[src/rtl/div5_seq_pkg.sv]
// Shared constants and FSM encoding for the divide-by-5 sequencer and its step ALU.
package div5_seq_pkg;

    localparam int SIZE = 5;
    localparam int QW   = 3;
    localparam int STEP = 5;

    typedef enum logic [1:0] {
        IDLE  = 2'd0,
        SUB_A = 2'd1,
        SUB_B = 2'd2,
        DONE  = 2'd3
    } state_t;

    localparam logic OP_SUB  = 1'b0;
    localparam logic OP_ADD  = 1'b1;

    localparam logic SEL_IN1 = 1'b0;
    localparam logic SEL_IN2 = 1'b1;

endpackage

[src/rtl/div5_seq_if.sv]
// Request/result handshake plus the ALU-facing signals of the divide-by-5 sequencer.
interface div5_seq_if;
    import div5_seq_pkg::*;

    logic            start;
    logic [SIZE-1:0] a;
    logic [SIZE-1:0] b;
    logic            busy;
    logic            done;
    logic [QW-1:0]   qa;
    logic [QW-1:0]   ra;
    logic [QW-1:0]   qb;
    logic [QW-1:0]   rb;
    logic [SIZE-1:0] alu_in1;
    logic [SIZE-1:0] alu_in2;
    logic            alu_op;
    logic            alu_iseq;
    logic [SIZE:0]   alu_res;
    logic            alu_sign;

    modport slave (
        input  start, a, b, alu_res, alu_sign,
        output busy, done, qa, ra, qb, rb, alu_in1, alu_in2, alu_op, alu_iseq
    );

    modport master (
        output start, a, b, alu_res, alu_sign,
        input  busy, done, qa, ra, qb, rb, alu_in1, alu_in2, alu_op, alu_iseq
    );

endinterface

[src/rtl/div5_seq_qcnt3.sv]
// 3-bit quotient counter: synchronous clear on a new operation, increment per committed subtraction.
module qcnt3 (
    input  logic       clk,
    input  logic       rst_n,
    input  logic       clr,
    input  logic       inc,
    output logic [2:0] q
);

    always_ff @(posedge clk or negedge rst_n) begin
        if (!rst_n) begin
            q <= 3'd0;
        end else if (clr) begin
            q <= 3'd0;
        end else if (inc) begin
            q <= q + 3'd1;
        end
    end

endmodule

[src/rtl/div5_seq.sv]
// Divide-by-5 controller: repeatedly subtracts 5 from operand A then B through an external step ALU.
module div5_seq
    import div5_seq_pkg::*;
(
    input  logic       clk,
    input  logic       rst_n,
    div5_seq_if.slave  bus
);

    state_t          state;
    state_t          nxt_state;
    logic [SIZE-1:0] reg_a;
    logic [SIZE-1:0] reg_b;
    logic [QW-1:0]   qa;
    logic [QW-1:0]   qb;
    logic [QW-1:0]   ra;
    logic [QW-1:0]   rb;
    logic            load;
    logic            inc_a;
    logic            inc_b;
    logic            cap_ra;
    logic            cap_rb;

    // Only the sign output steers the FSM; the ALU result MSB duplicates it.
    logic            res_msb_unused;
    assign res_msb_unused = bus.alu_res[SIZE];

    always_ff @(posedge clk or negedge rst_n) begin
        if (!rst_n) begin
            state <= IDLE;
        end else begin
            state <= nxt_state;
        end
    end

    always_comb begin
        nxt_state = state;
        load      = 1'b0;
        inc_a     = 1'b0;
        inc_b     = 1'b0;
        cap_ra    = 1'b0;
        cap_rb    = 1'b0;
        case (state)
            IDLE: begin
                if (bus.start) begin
                    load      = 1'b1;
                    nxt_state = SUB_A;
                end
            end
            SUB_A: begin
                if (bus.alu_sign) begin
                    cap_ra    = 1'b1;
                    nxt_state = SUB_B;
                end else begin
                    inc_a = 1'b1;
                end
            end
            SUB_B: begin
                if (bus.alu_sign) begin
                    cap_rb    = 1'b1;
                    nxt_state = DONE;
                end else begin
                    inc_b = 1'b1;
                end
            end
            DONE: begin
                nxt_state = IDLE;
            end
            default: begin
                nxt_state = IDLE;
            end
        endcase
    end

    // A negative ALU result is never written back, so the working registers stay in 0..31.
    always_ff @(posedge clk or negedge rst_n) begin
        if (!rst_n) begin
            reg_a <= '0;
            reg_b <= '0;
            ra    <= '0;
            rb    <= '0;
        end else begin
            if (load) begin
                reg_a <= bus.a;
                reg_b <= bus.b;
                ra    <= '0;
                rb    <= '0;
            end
            if (inc_a) begin
                reg_a <= bus.alu_res[SIZE-1:0];
            end
            if (inc_b) begin
                reg_b <= bus.alu_res[SIZE-1:0];
            end
            if (cap_ra) begin
                ra <= reg_a[QW-1:0];
            end
            if (cap_rb) begin
                rb <= reg_b[QW-1:0];
            end
        end
    end

    qcnt3 u_qcnt_a (
        .clk   (clk),
        .rst_n (rst_n),
        .clr   (load),
        .inc   (inc_a),
        .q     (qa)
    );

    qcnt3 u_qcnt_b (
        .clk   (clk),
        .rst_n (rst_n),
        .clr   (load),
        .inc   (inc_b),
        .q     (qb)
    );

    assign bus.busy     = (state != IDLE);
    assign bus.done     = (state == DONE);
    assign bus.alu_iseq = (state == SUB_B) ? SEL_IN2 : SEL_IN1;
    assign bus.alu_op   = OP_SUB;
    assign bus.alu_in1  = reg_a;
    assign bus.alu_in2  = reg_b;
    assign bus.qa       = qa;
    assign bus.ra       = ra;
    assign bus.qb       = qb;
    assign bus.rb       = rb;

endmodule

[src/flat_wrapper.sv]
// flat-port wrapper written by rule: the top's interface ports become plain ports
module div5_seq_flat import div5_seq_pkg::*;
  (clk, rst_n, bus_start, bus_a, bus_b, bus_alu_res, bus_alu_sign, bus_busy, bus_done, bus_qa, bus_ra, bus_qb, bus_rb, bus_alu_in1, bus_alu_in2, bus_alu_op, bus_alu_iseq);
  div5_seq_if bus_i ();
  input  logic clk;
  input  logic rst_n;
  input wire logic [$bits(bus_i.start)-1:0] bus_start;
  input wire logic [$bits(bus_i.a)-1:0] bus_a;
  input wire logic [$bits(bus_i.b)-1:0] bus_b;
  input wire logic [$bits(bus_i.alu_res)-1:0] bus_alu_res;
  input wire logic [$bits(bus_i.alu_sign)-1:0] bus_alu_sign;
  output wire logic [$bits(bus_i.busy)-1:0] bus_busy;
  output wire logic [$bits(bus_i.done)-1:0] bus_done;
  output wire logic [$bits(bus_i.qa)-1:0] bus_qa;
  output wire logic [$bits(bus_i.ra)-1:0] bus_ra;
  output wire logic [$bits(bus_i.qb)-1:0] bus_qb;
  output wire logic [$bits(bus_i.rb)-1:0] bus_rb;
  output wire logic [$bits(bus_i.alu_in1)-1:0] bus_alu_in1;
  output wire logic [$bits(bus_i.alu_in2)-1:0] bus_alu_in2;
  output wire logic [$bits(bus_i.alu_op)-1:0] bus_alu_op;
  output wire logic [$bits(bus_i.alu_iseq)-1:0] bus_alu_iseq;
  assign bus_i.start = bus_start;
  assign bus_i.a = bus_a;
  assign bus_i.b = bus_b;
  assign bus_i.alu_res = bus_alu_res;
  assign bus_i.alu_sign = bus_alu_sign;
  assign bus_busy = bus_i.busy;
  assign bus_done = bus_i.done;
  assign bus_qa = bus_i.qa;
  assign bus_ra = bus_i.ra;
  assign bus_qb = bus_i.qb;
  assign bus_rb = bus_i.rb;
  assign bus_alu_in1 = bus_i.alu_in1;
  assign bus_alu_in2 = bus_i.alu_in2;
  assign bus_alu_op = bus_i.alu_op;
  assign bus_alu_iseq = bus_i.alu_iseq;
  div5_seq u_core (.clk(clk), .rst_n(rst_n), .bus(bus_i));
endmodule
[config.mk]
export PLATFORM = sky130hd
export DESIGN_NAME = div5_seq_flat
export DESIGN_NICKNAME = d
export VERILOG_FILES = /design/src/rtl/div5_seq_pkg.sv /design/src/rtl/div5_seq_if.sv /design/src/rtl/div5_seq_qcnt3.sv /design/src/rtl/div5_seq.sv /design/src/flat_wrapper.sv
export SDC_FILE = /design/constraint.sdc
export NUM_CORES = 1
export LEC_CHECK = 0
export BUFFER_PORTS_ARGS = -buffer_cell sky130_fd_sc_hd__buf_4
export CAP_MARGIN = 20
export CORE_ASPECT_RATIO = 1.2
export CORE_MARGIN = 2
export CORE_UTILIZATION = 40
export DETAILED_ROUTE_END_ITERATION = 6
export PLACE_DENSITY_LB_ADDON = 0.08
export SETUP_SLACK_MARGIN = 0.5
export SLEW_MARGIN = 10
export SYNTH_ARGS = -nofsm -noshare
export SYNTH_HDL_FRONTEND = slang
export SYNTH_SLANG_ARGS = --single-unit
[constraint.sdc]
create_clock -name clk -period 1.75 [get_ports clk]
set_input_delay 0.0875 -clock clk [delete_from_list [all_inputs] [get_ports clk]]
set_output_delay 0.0875 -clock clk [all_outputs]
set_load 0.03 [all_outputs]
Word-level counts from Yosys, hierarchy flattened
Cells that the tools add are included.
{"block": "totals", "reg_bits": 24, "out_inout_bits": 26, "word_cells": 46}
{"block": "classes", "add_sub_neg": 2, "eq_ne": 6, "n_mux": 24, "n_reduce_logical": 7}
{"op": "$mux 3", "count": 7}
{"op": "$mux 5", "count": 4}
{"op": "$reduce_bool 2->1", "count": 5}
{"op": "$mux 1", "count": 9}
{"op": "$pmux 2 s4", "count": 1}
{"op": "$add 3x1->3 const B", "count": 2}
{"op": "$mux 2", "count": 3}
{"op": "$ne 2x2->1 const B", "count": 3}
{"op": "$eq 2x2->1 const B", "count": 2}
{"op": "$reduce_and 3->1", "count": 1}
{"op": "$eq 2x1->1 const B", "count": 1}
{"op": "$logic_not 2->1", "count": 1}

Depth between registers and ports, before layout
{"block": "depth", "ltp_word": 4, "ltp_mapped": 7, "depth_no_buf": 5}

Hierarchy
Synthesis repeated with hierarchy kept, for this count alone.
{"block": "hier_totals", "cells_unflattened": 98, "hier_area_um2": 1141.1}
{"module": "div5_seq", "instances": 1, "cells_each": 76, "area_per_inst_um2": 868.3, "seq_area_each_um2": 450.4}
{"module": "qcnt3", "instances": 2, "cells_each": 11, "area_per_inst_um2": 136.4, "seq_area_each_um2": 75.1}

Worst setup path before layout
No wires, ideal clock.
{"block": "synth_timing", "path_kind": "register to register", "startpoint": "register u_core.state[0]", "endpoint": "register u_core.state[1]", "t_arrival_ns": 1.567, "required_time_ns": 1.625, "slack_ns": 0.057, "stages_incl_launch_ff": 7, "synth_period_minus_slack_ns": 1.693, "cell_sequence": "dfrtp_1 inv_1 ha_1 clkbuf_2 nor2_1 o22a_1 mux2_4"}
{"block": "synth_via", "elab_chain_cells": 3, "elab_cells_between_ends": 9, "cone_classes": "eq/ne (6); mux (1); reduce/logical (2)"}
{"item": "start: declaration", "line_no": "div5_seq.sv:10", "source": "state_t state;"}
{"item": "start signal: assignment", "line_no": "div5_seq.sv:32", "source": "state <= nxt_state;"}
{"item": "$eq 2x2->1, or another cell as far along", "line_no": "div5_seq.sv:43", "source": "case (state)"}
{"item": "$ne 2x2->1 (no line)"}
{"item": "$reduce_and 3->1 (no line)"}
Several ways; a longest one is shown, not always the timed one.
A chain may end at the register's enable or synchronous reset.

Worst setup path after layout
{"block": "layout_timing", "startpoint": "register u_core.state[1]", "endpoint": "register u_core.reg_b[4], in the netlist u_core.bus.alu_in2[4]"}
{"block": "layout_via", "elab_chain_cells": 3, "elab_cells_between_ends": 6, "cone_classes": "eq/ne (1); mux (3); reduce/logical (2)"}
{"item": "$eq 2x2->1 / $logic_not 2->1 (equally long branches)", "line_no": "div5_seq.sv:43"}
{"item": "$mux 1", "line_no": "div5_seq.sv:43"}
{"item": "$mux 5 / $reduce_bool 2->1 (equally long branches)"}
{"item": "end signal: assignment", "line_no": "div5_seq.sv:85", "source": "reg_b <= bus.b;"}
{"item": "end signal: assignment", "line_no": "div5_seq.sv:93", "source": "reg_b <= bus.alu_res[SIZE-1:0];"}
{"item": "end: declaration", "line_no": "div5_seq.sv:13", "source": "logic [SIZE-1:0] reg_b;"}
Several ways; a longest one is shown, not always the timed one.

==> flow_summary.json <==
{
  "outcome": "finished clean",
  "drc_errors": 0,
  "use_met1": 0.228,
  "grt_pass1_vias": 955,
  "root_buffer": "clkbuf_4",
  "busiest_layer": "met2",
  "finalSetupViolCount": 0,
  "cts.sinks": 24,
  "leakagePower_nw": 0.929,
  "multi_input_area_um2": 594,
  "core_um2": 2760,
  "hpwl_um": 1790,
  "synth-seq-cells": 24,
  "clkLatencyLatePin_ns": 0.31,
  "post-route-cell-area_um2": 1840,
  "crit_start": "u_core.state[1]",
  "slew_violations": 0,
  "crit_type": "reg2reg",
  "cts_tree": "built",
  "fill_cells": 217,
  "synth_most_common_cell": "dfrtp_1",
  "seqPwrFrac": 0.285,
  "async_reset_ff_frac": 1.00,
  "p_int_w": 0.00202,
  "hp-class": "in2reg",
  "synth_top_family_by_area": "compound AO/OA/AOI/OAI gates",
  "p_per_area_nw_per_um2": 1950,
  "wl_per_cell_um": 13.9,
  "use_met3": 0.0263,
  "finalHoldViolCount": 0,
  "grt_first_pass_wirelength_um": 4350,
  "p_comb_frac": 0.648,
  "detail-route-antenna-nets": 0,
  "htree_levels": 1,
  "ys_types": 22,
  "die-area_um2": 3290,
  "cap_violations": 0,
  "nets": 188,
  "use_met2": 0.288,
  "cts.path.max_buffers": 2,
  "place_area_um2": 1500,
  "grt_max_degree": 25,
  "cp_max_fo": 5,
  "netlist_area_um2": 1140,
  "die_w_um": 52.7,
  "synth_compound_area_frac": 0.122,
  "postSynthCellCount": 100,
  "min_period_ns": 1.40,
  "drt_iter0_drc": 22,
  "switching_share": 0.435,
  "synth_area_leaders": "dfrtp_1, mux2i_1, ha_1",
  "grt_usage": 0.172,
  "rows": 21,
  "fp.dieH_um": 62.4,
  "r2r_start": "u_core.state[1]",
  "finalPower_w": 0.00358,
  "fmax_mhz": 715,
  "finalWorstSetupSlack_ns": 0.352,
  "drive_gt1_frac": 0.513,
  "overflow": 0,
  "regArea_um2": 602,
  "synthMuxAreaShare": 0.119,
  "post_drt_via_cell_ratio": 5.06,
  "arrival_ns": 1.61,
  "clk_pin_slew_worst_paths_ns": 0.13,
  "vias": 981,
  "wirelength_um": 2690,
  "synth_edf_count": 0,
  "hp-start": "bus_alu_res[2]",
  "yosysSeqAreaShare": 0.527,
  "synth.top_cell.area_share": 0.527,
  "yosys.area_share.adder": 0.0659,
  "yosys-top-cells-count": "dfrtp_1, mux2i_1, nand2_1, o21ai_0, nor2_1",
  "avgSynthCellArea_um2": 11.4,
  "cts_buffers": 3,
  "ioPinCount": 46,
  "io_buffers": 43,
  "synthSimpleGateAreaFrac": 0.0934,
  "synth_top_cell_by_area": "dfrtp_1",
  "worstSetupStartpointType": "flop",
  "antenna_found_initial": 0,
  "cp.required_ns": 1.96,
  "ir_worst_vdd_v": 0.00106,
  "pwr-share-clk": 0.067,
  "fin_worst_skew_ns": 0.00515,
  "worstSetupEndpointType": "flop",
  "synthXorXnorAreaFrac": 0.0308,
  "finalSetupTns_ns": 0,
  "diodes": 0,
  "initial_core_util": 0.413,
  "finalCritPeriodShare": 0.799,
  "area_delta_synth_final_pct": 61.3,
  "syn_nets": 126,
  "rsz0062_at_grt": "yes",
  "dr.pass1.iters": 4,
  "yosys_warnings": 0,
  "gp_congestion": 0.680,
  "place_ws_ns": 0.242,
  "synth_flop_cell": "dfrtp_1",
  "power_switching_w": 0.00156
}
[power groups by stage]
stage	Clock, W	Sequential, W	Combinational [W]
4_1_cts	0.000249	0.00101	0.00205
3_3_place_gp	0	0.00101	0.00176
3_5_place_dp	0	0.00103	0.00179
6_report	0.000240	0.00102	0.00232
2_1_floorplan	0	0.00145	0.000789
5_1_grt	0.000270	0.00105	0.00249
[worst paths after layout]
| path | to | slack, ns | depth (start not counted) |
|---|---|---|---|
| worst max-delay path | u_core.bus.alu_in2[4] | 0.35 | 7 |
| worst min-delay path | u_core.bus.alu_in2[2] | 0.009 | 3 |
| worst max register to register | u_core.bus.alu_in2[4] | 0.35 | 7 |
| worst min register to register | u_core.bus.ra[2] | 0.51 | 1 |
| max in group asynchronous | u_core.state[0] | 1.29 | 2 |
| min in group asynchronous | u_core.state[1] | 0.20 | 2 |
[registers in the layout, summed over array words and instances (netlist names)]
name                flops
u_core.bus.alu_in1      5
u_core.bus.alu_in2      5
u_core.bus.ra           3
u_core.bus.rb           3
u_core.u_qcnt_a.q       3
u_core.u_qcnt_b.q       3
u_core.state            2
[metrics by stage]
step	instances	utilization	hold slack, ns
global placement	172	0.542	0.00794
floorplan	100	-	-0.208
finish	194	0.666	0.00860
detailed placement	172	0.542	0.00819
CTS	187	0.614	0.00257
global route	194	0.666	0.0154
[critical path, cell delays in order, from the launching register on]
cell and delay [ns]:
dfrtp_1 0.42, buf_6 0.13, ha_4 0.17, buf_4 0.13, and2b_4 0.19, clkbuf_16 0.16, nand2_2 0.04, o21ai_1 0.05
[layout make-up]
type                            count  share of cell area
Tap cell                           34              0.0232
Inverter                            3             0.00749
Timing Repair Buffer               63               0.306
Sequential cell                    24               0.328
Multi-Input combinational cell     67               0.324
Clock buffer                        3              0.0123
[layout by cell type, fill, tap and decap left out, types with 2 or more instances in the layout]
cell type,count
dlygate4sd3_1,5
and2b_4,2
dfrtp_1,23
nand2_1,7
nand2_2,2
nor2_1,7
buf_12,2
inv_2,2
o21ai_1,4
o21ai_0,5
a32o_1,5
clkbuf_4,3
xor2_1,2
a21oi_4,2
nand2_4,2
ha_4,3
buf_6,9
buf_4,46
nand3b_1,2
mux2i_1,12
ha_1,2
[timing repair]
action	4_1_cts	5_1_grt
hold endpoints to repair	32	0
hold buffers	5	0
setup endpoints to repair	26	26
cloned	0	1
pin swaps	3	8
resized for setup	12	20
setup buffers	7	6
[routing by layer]
layer	vias up	wire length [um]	part of all wire
met5	-	0	0
met4	0	21	0.0078
met3	2	119	0.044
met2	28	1380	0.51
met1	481	1170	0.43
li1	470	-	-
[kinds of logic (layout without fill, tap and decap cells)]
kind of cell,Yosys count,in the layout
XOR/XNOR,4,4
other,1,1
AO/OA/AOI/OAI,20,20
buffers and inverters,9,69
multiplexers,13,13
flip-flops,24,24
AND/OR/NAND/NOR,23,23
adder cells (fa/ha/maj),6,6
Note: power is estimated with default switching activity, not from simulation.
